[config.mk]
export PLATFORM = sky130hd
export DESIGN_NAME = debounce_sync
export DESIGN_NICKNAME = d
export VERILOG_FILES = /design/src/rtl/debounce_sync.sv
export SDC_FILE = /design/constraint.sdc
export NUM_CORES = 1
export LEC_CHECK = 0
export CORE_AREA = 2 2 44 46
export DETAILED_ROUTE_END_ITERATION = 10
export DIE_AREA = 0 0 46 48
export PLACE_DENSITY = 0.81
export SLEW_MARGIN = 30
export SYNTH_ARGS = -nofsm -noshare
export SYNTH_HDL_FRONTEND = slang
export SYNTH_SLANG_ARGS = --single-unit
[constraint.sdc]
create_clock -name clk -period 2.82 [get_ports clk]
set_input_delay 0.846 -clock clk [delete_from_list [all_inputs] [get_ports clk]]
set_output_delay 0.846 -clock clk [all_outputs]
set_load 0.01 [all_outputs]
[src/rtl/debounce_sync.sv]
// Synchronises an asynchronous level input, debounces it with a stability counter,
// and reports clean edges plus a saturating count of rejected glitches.
module debounce_sync #(
  parameter int SYNC_STAGES     = 2,
  parameter int DEBOUNCE_CYCLES = 4,
  parameter int GLITCH_W        = 8
) (
  input  logic                clk,
  input  logic                rst_n,
  input  logic                din_async,
  input  logic                enable,
  output logic                dout,
  output logic                rise_pulse,
  output logic                fall_pulse,
  output logic                busy,
  output logic [GLITCH_W-1:0] glitch_cnt
);

  // state   | meaning
  // IDLE_LO | dout=0, no transition under test
  // CHK_HI  | dout=0, synced input high, counting stable cycles
  // IDLE_HI | dout=1, no transition under test
  // CHK_LO  | dout=1, synced input low, counting stable cycles
  typedef enum logic [1:0] {IDLE_LO, CHK_HI, IDLE_HI, CHK_LO} state_t;

  localparam int CW = $clog2(DEBOUNCE_CYCLES + 1);

  logic [SYNC_STAGES-1:0] sync;
  logic                   s;
  state_t                 state, state_nxt, idle_state, chk_state;
  logic [CW-1:0]          cnt, cnt_nxt;
  logic                   dout_nxt, rise_nxt, fall_nxt;
  logic [GLITCH_W-1:0]    glitch_nxt;

  assign s = sync[SYNC_STAGES-1];

  always_ff @(posedge clk or negedge rst_n) begin
    if (!rst_n) sync <= '0;
    else        sync <= {sync[SYNC_STAGES-2:0], din_async};
  end

  always_ff @(posedge clk or negedge rst_n) begin
    if (!rst_n) begin
      state      <= IDLE_LO;
      cnt        <= '0;
      dout       <= 1'b0;
      rise_pulse <= 1'b0;
      fall_pulse <= 1'b0;
      busy       <= 1'b0;
      glitch_cnt <= '0;
    end else begin
      state      <= state_nxt;
      cnt        <= cnt_nxt;
      dout       <= dout_nxt;
      rise_pulse <= rise_nxt;
      fall_pulse <= fall_nxt;
      busy       <= (state_nxt == CHK_HI) || (state_nxt == CHK_LO);
      glitch_cnt <= glitch_nxt;
    end
  end

  always_comb begin
    state_nxt  = state;
    cnt_nxt    = cnt;
    dout_nxt   = dout;
    rise_nxt   = 1'b0;
    fall_nxt   = 1'b0;
    glitch_nxt = glitch_cnt;
    idle_state = dout ? IDLE_HI : IDLE_LO;
    chk_state  = dout ? CHK_LO : CHK_HI;
    if (!enable) begin
      state_nxt = idle_state;
      cnt_nxt   = '0;
    end else begin
      case (state)
        IDLE_LO, IDLE_HI: begin
          if (s != dout) begin
            state_nxt = chk_state;
            cnt_nxt   = CW'(1);
          end
        end
        CHK_HI, CHK_LO: begin
          if (s != dout) begin
            if (cnt == CW'(DEBOUNCE_CYCLES - 1)) begin
              dout_nxt  = ~dout;
              state_nxt = dout ? IDLE_LO : IDLE_HI;
              cnt_nxt   = '0;
              rise_nxt  = ~dout;
              fall_nxt  = dout;
            end else begin
              cnt_nxt = cnt + CW'(1);
            end
          end else begin
            // input fell back before the check completed: count it, never wrap
            state_nxt = idle_state;
            cnt_nxt   = '0;
            if (glitch_cnt != '1) glitch_nxt = glitch_cnt + GLITCH_W'(1);
          end
        end
        default: begin
          state_nxt = idle_state;
          cnt_nxt   = '0;
        end
      endcase
    end
  end

endmodule
After elaboration in Yosys (flattened, before gate mapping)
Cells that the tools add are included.
{ "classes": {"bitwise_logic": 2, "n_reduce_logical": 6, "n_eq_ne": 9, "add_sub_neg": 2, "muxes": 21} }
{ "op_table": {"columns": ["cell", "count"], "rows": [
  ["2-to-1 mux 2 bit", 7],
  ["2-to-1 mux 3 bit", 4],
  ["adder 8 x 1 -> 8 bit (second input constant)", 1],
  ["2-to-1 mux 1 bit", 8],
  ["!= test 8 bit (second input constant)", 1],
  ["AND reduction 4 bit", 2],
  ["equality test 2 bit (second input constant)", 3],
  ["case mux 3 bit (2 select lines)", 1],
  ["equality test 2 x 1 -> 1 bit (second input constant)", 2],
  ["case mux 2 bit (2 select lines)", 1],
  ["OR reduction 2 bit", 2],
  ["adder 3 x 1 -> 3 bit (second input constant)", 1],
  ["equality test 3 x 2 -> 1 bit (second input constant)", 1],
  ["!= test 3 bit (second input constant)", 1],
  ["logical NOT 2 bit", 1],
  ["inverter 1 bit", 2],
  ["logical OR 1 bit", 1],
  ["!= test 1 bit", 1]
]} }
{ "word_totals": {"out_inout_bits": 12, "word_cells": 48, "regBits": 19, "inputBits": 4} }

Logic depth before layout (Yosys ltp)
{ "logic_depth": {"ltp_word": 7, "ltp_mapped": 5, "mapped_depth_nobuf": 4} }

Worst setup path after synthesis
OpenSTA, ideal clock, no wires.
{ "synth_timing": {"path_type": "input port to flip-flop", "startpoint": "input port enable", "endpoint": "register glitch_cnt[7]", "setup_slack_ns": 1.016, "n_path_buf": 1, "arrival_ns": 1.679, "stages": 4, "setup_time_ns": 0.125, "required_ns": 2.695, "cell_sequence": "buf_2 > nand4_1 > nor4_1 > mux2_2"} }
{ "synth_between": {"elab_chain_len": 1} }
{ "synth_lines": {"columns": ["item", "line_no", "source"], "rows": [
  ["from (decl)", "11", "input logic enable,"],
  ["AND reduction 4 bit (no source line)", null, null],
  ["to (signal assigned)", "58", "glitch_cnt <= glitch_nxt;"],
  ["to (decl)", "16", "output logic [GLITCH_W-1:0] glitch_cnt"]
]} }
Every way passes these cells.
A chain may end at the register's enable or synchronous reset.

Worst setup path after layout
{ "layout_timing": {"startpoint": "register busy", "endpoint": "output port busy"} }
{ "layout_lines": {"columns": ["item", "line_no", "source"], "rows": [
  ["from (decl)", "15", "output logic busy,"],
  ["from (signal assigned)", "57", "busy <= (state_nxt == CHK_HI) || (state_nxt == CHK_LO);"]
]} }
No word-level cell between the ends.

==> run_results.csv <==
group,metric,value,unit
logic_synthesis,avgSynthCellArea,11.5,um^2
critical_path,reg2regPathDepth,3,
logic_synthesis,yosys.cell_count.top_type,"dfrtp_1",
global_route,grt_pass1_wl,2440,um
sta,fmax,0.446,GHz
clock_network,htreeDepth,1,
detailed_routing,first_pass_iters,4,
finish,nets,96,
clock_network,clk_latency,0.28,ns
pwr,switchingPower,0.206,mW
worst_hold_path,holdCritPathClass,"reg -> reg",
critical_path,r2r_end,"glitch_cnt[3]",
sta,layout_min_cycle_time,2.24,ns
critical_path,critPathBufInv,1,
pwr,sw_frac_of_total,32.5,%
sta,fin_tns_setup,0,ns
logic_synthesis,ys_async_sr_fraction,100,%
global_route,grt_pass1_vias,574,
finish,fin_area,1020,um^2
logic_synthesis,yosysTopAreaCellShare,49.2,%
sta,hold_violations,0,
die,ios,16,
pwr,cellPowerDensity,618,nW/um^2
critical_path,cp.arrival,1.40,ns
clock_network,path_clk_slew,0.10,ns
detailed_routing,initialDrtViolationCount,7,
die,die_area,2210,um^2
clock_network,clock_sinks,17,
sta,rsz0062_at_grt,"false",
finish,diodes,0,
pwr,p_int,0.427,mW
placed_design,place_area,996,um^2
critical_path,path_max_fanout,11,
pwr,power.clock.fraction,20.2,%
logic_synthesis,yosys_warnings,0,
placed_design,dp_hpwl,1060,um
detailed_routing,drc,0,
logic_synthesis,synth_area,865,um^2
logic_synthesis,synthTopCellsByCount,"17 x dfrtp_1, 6 x nand2_1, 6 x o21ai_0",
clock_network,post_cts_buffers,0,
finish,post_route_cells_drive_above_1_share,13.5,%
logic_synthesis,synth_seq_area_share,49.2,%
die,start_util,51.2,%
pwr,cellLeakagePower,0.452,nW
critical_path,cp-end-kind,"output pin",
logic_synthesis,yosysUniqueCellTypes,31,
clock_network,cts.path.max_buffers,2,
clock_network,cts_inserted_buffers,3,
placed_design,numPortBuffers,15,
critical_path,cp_top_family,"buffers and inverters",
critical_path,cp_slowest_cell,"clkdlybuf4s50_1",
critical_path,r2r_start,"dout",
clock_network,cts_root_buf,"clkbuf_4",
logic_synthesis,synthFlopType,"dfrtp_1",
die,die_y,48,um
critical_path,crit_end,"busy",
global_route,antenna_found_initial,0,
logic_synthesis,syn_inst,75,
die,core,1690,um^2
placed_design,place.gp.congestion,0.744,
sta,setup_viol,0,
critical_path,crit_type,"reg -> out",
logic_synthesis,synth-seq-cells,17,
global_route,grt_usage,15.7,%
critical_path,max_stage_delay,0.60,ns
status,outcome,"completed",
critical_path,required,1.97,ns
die,fp-row-count,15,
clock_network,cts_resized,0,
sta,tightest_slew,0.747,ns
global_route,grt_overflow,0,
critical_path,crit_chain,"clkdlybuf4s50_1",
sta,relSlewSlack,50.0,%
sta,skew,0.00423,ns
detailed_routing,ant_nets,0,
finish,syn_to_final_growth,18.4,%
clock_network,tritoncts,"yes",
clock_network,cts_hold_buf,0,
global_route,grt_max_degree,18,
critical_path,reg2reg_slack,1.22,ns
sta,slew_violations,0,
pwr,power_frac_seq,51.7,%
detailed_routing,vias_per_cell,5.56,
flow_run,max-cap-violations,0,
critical_path,cp-start-kind,"flop",
die,die_w,46,um
detailed_routing,vias,589,
critical_path,cp-startpoint,"busy",
logic_synthesis,synth_area_leader_cell,"dfrtp_1",
detailed_routing,wl_per_cell,13.6,um
logic_synthesis,synth_edf_count,0,
logic_synthesis,synth.area.top_cells,"dfrtp_1 49%, nor4b_4 5.5%, mux2_2 3.9%, o21ai_0 3.5%, ha_1 2.9%",
sta,post-route-period-util,79.6,%
pwr,vdd_drop_max,0.336,mV
logic_synthesis,syn_nets,81,
detailed_routing,wl,1440,um
critical_path,path_depth,1,
pwr,pwr-share-comb,28.1,%
logic make-up (layout without fill, tap and decap cells):
| family | after synthesis | count (layout) | synth area share (%) |
|---|---|---|---|
| simple gates | 27 | 27 | 22.1 |
| flops | 17 | 17 | 49.2 |
| buf+inv | 9 | 23 | 6.37 |
| xor+xnor | 5 | 5 | 5.93 |
| compound gates | 11 | 11 | 8.25 |
| fa+ha+maj | 2 | 2 | 2.89 |
| mux | 4 | 4 | 5.21 |
worst register-to-register path, delay by kind of cell, from the launching register on:
family / cells / cell delay, ns
xor gates and xnor gates: 1 / 0.58
DFF: 1 / 0.47
muxes: 1 / 0.33
and+or+nand+nor: 1 / 0.12
layout make-up:
type                    count  area, um^2
clock inverters             1        5.00
inverters                   4        15.0
fillers                   147         666
flip-flops and latches     17         425
well taps                  17        21.3
clock buffers               3        22.5
repair buffers             15         150
multi-input cells          49         384
worst min path at each step:
stage	cells after the start	to	from	slack, ns
detailed placement	0	sync[1]	sync[0]	0.34
global route	0	sync[1]	sync[0]	0.38
CTS	0	sync[1]	sync[0]	0.36
finish	0	sync[1]	sync[0]	0.36
floorplan	0	sync[1]	sync[0]	0.33
global placement	0	sync[1]	sync[0]	0.33
flip-flops by register name (all words and copies together), names as in the netlist:
register / count
dout: 1
glitch_cnt: 8
sync: 2
fall_pulse: 1
rise_pulse: 1
busy: 1
cnt: 3
layer usage:
layer / share of wire, % / vias to the layer above / track usage, %
li1: - / 291 / -
met1: 46 / 286 / 18.6
met2: 51 / 10 / 28.3
met3: 2.5 / 2 / 3.40
met4: 0.69 / 0 / 5.14
met5: 0 / - / 0
placed cells by master (no fill, tap or decap), drive strengths merged, types with 2 or more instances in the layout:
cell,count
nand2,6
xnor2,2
dfrtp,17
o21ai,6
xor2,3
nand4,3
nor4b,2
mux2,4
nor3,3
clkdlybuf4s50,15
ha,2
nand3b,2
nand3,4
inv,4
clkbuf,3
metrics by stage:
step                      setup WS [ns]  instances  hold WS, ns  utilization, %  total power, mW
final                             0.576        106        0.362            60.6            0.633
after global placement            0.475        102        0.333            59.0            0.504
after global routing              0.475        106        0.380            60.6            0.674
after floorplan                    1.02         75        0.331               -            0.419
after detailed placement          0.419        102        0.337            59.0            0.510
after CTS                         0.565        106        0.364            60.6            0.638
power groups by stage:
stage / Sequential (mW) / Clock [mW] / Combinational, mW
finish: 0.327 / 0.128 / 0.178
global route: 0.335 / 0.144 / 0.195
CTS: 0.327 / 0.130 / 0.181
detailed placement: 0.331 / 0 / 0.178
global placement: 0.331 / 0 / 0.173
floorplan: 0.336 / 0 / 0.0837
(Power assumes the default switching activity.)
==> variant: new RTL, same settings <==
Remove the register `fall_pulse`: a continuous assignment takes its place, so the output `fall_pulse` follows one clock earlier.
--- a/src/rtl/debounce_sync.sv
+++ b/src/rtl/debounce_sync.sv
@@ -46,5 +46,4 @@
       dout       <= 1'b0;
       rise_pulse <= 1'b0;
-      fall_pulse <= 1'b0;
       busy       <= 1'b0;
       glitch_cnt <= '0;
@@ -54,9 +53,10 @@
       dout       <= dout_nxt;
       rise_pulse <= rise_nxt;
-      fall_pulse <= fall_nxt;
       busy       <= (state_nxt == CHK_HI) || (state_nxt == CHK_LO);
       glitch_cnt <= glitch_nxt;
     end
   end
+
+  assign fall_pulse = fall_nxt;
 
   always_comb begin
Function: changed (Yosys sat finds a counterexample within 10 cycles, from zero or initial values and one cycle with rst_n low).
==> variant against the unedited design <==
  * Sequential power down 10%
  * Highest routed layer unchanged
  * Largest power group unchanged
  * Largest cell class unchanged
  * Count of clock-buffer cells in the layout unchanged
  * Sequential cell count down 1
  * Total power down 13%
  * Via count down 8.8%
  * Synthesized area down 6.9%
  * Final area down 2.8%
  * Routed wire length down 13%
  * Clock power down 12%
  * Setup slack worse by 0.51 ns
==> variant: results (changes against the unedited design) <==
- The capturing point of the worst reg2reg path was glitch_cnt[7] (was glitch_cnt[3]).
- The largest stage delay on the critical path is 0.49 ns (was 0.60 ns).
- The share of power burned in combinational logic came to 0.261 (was 0.281).
- The critical path arrival is 1.91 ns (was 1.40 ns).
- The buffering overhead is 0.166 (was 0.147).
- The half-perimeter wire length of the detailed placement result is 939 um (was 1060 um).
- The fraction of layout cells with a size suffix above 1 is 0.205 (was 0.135).
- The pin count of the biggest net entering global routing was 17 (was 18).
- The worst hold slack is 0.357 ns (was 0.362 ns).
- The cell leakage power is 0.456 nW (was 0.452 nW).
- The via count is 537 (was 589).
- The total nets after synthesis is 72 (was 81).
- The post-synthesis mux area share is 0.0560 (was 0.0521).
- The CTS clock-pin slew for the worst setup and hold paths is 0.08 ns (was 0.10 ns).
- The filler cell count in the final layout came to 140 (was 147).
- The global-route wire length before repair is 2110 um (was 2440 um).
- The total routing resource utilization after global routing is 0.143 (was 0.157).
- The number of nets in the finished design was 91 (was 96).
- The via count of the first global-routing pass is 517 (was 574).
- The largest vdd supply drop is 0.469 mV (was 0.336 mV).
- The proportion of cell area occupied by multi-input gates is 0.380 (was 0.375).
- The switching power is 0.158 mW (was 0.206 mW).
- The share of final layout cell area taken by clock buffers and inverters is 0.0226 (was 0.0269).
- The number of DRC markers in iteration 0 came to 6 (was 7).
- Outcome: completed (unchanged).
[variant: per-layer routing]
layer | share of wire | wire length, um
met5 | 0 | 0
met3 | 0.018 | 23
met2 | 0.48 | 606
met4 | 0.022 | 27
met1 | 0.47 | 595
[variant: worst register-to-register path, cell delays in order, from the launching register on]
cell and delay (ns):
sky130_fd_sc_hd__dfrtp_1 0.49, sky130_fd_sc_hd__xor2_4 0.25, sky130_fd_sc_hd__nor3_4 0.25, sky130_fd_sc_hd__and3_4 0.21
sky130_fd_sc_hd__mux2_4 0.29
[variant: what timing repair did]
item                                    4_1_cts  5_1_grt
hold buffers                                  0        0
cloned                                        0        0
endpoints found under the setup margin        1        1
resized for setup                             2        1
[variant: how the worst max path moves through the flow]
| stage | slack, ns | end | start |
|---|---|---|---|
| finish | 0.07 | fall_pulse | enable |
| floorplan | 0.69 | fall_pulse | enable |
| global placement | -0.22 | fall_pulse | enable |
| CTS | 0.03 | fall_pulse | enable |
| detailed placement | -0.28 | fall_pulse | enable |
| global route | 0.02 | fall_pulse | enable |
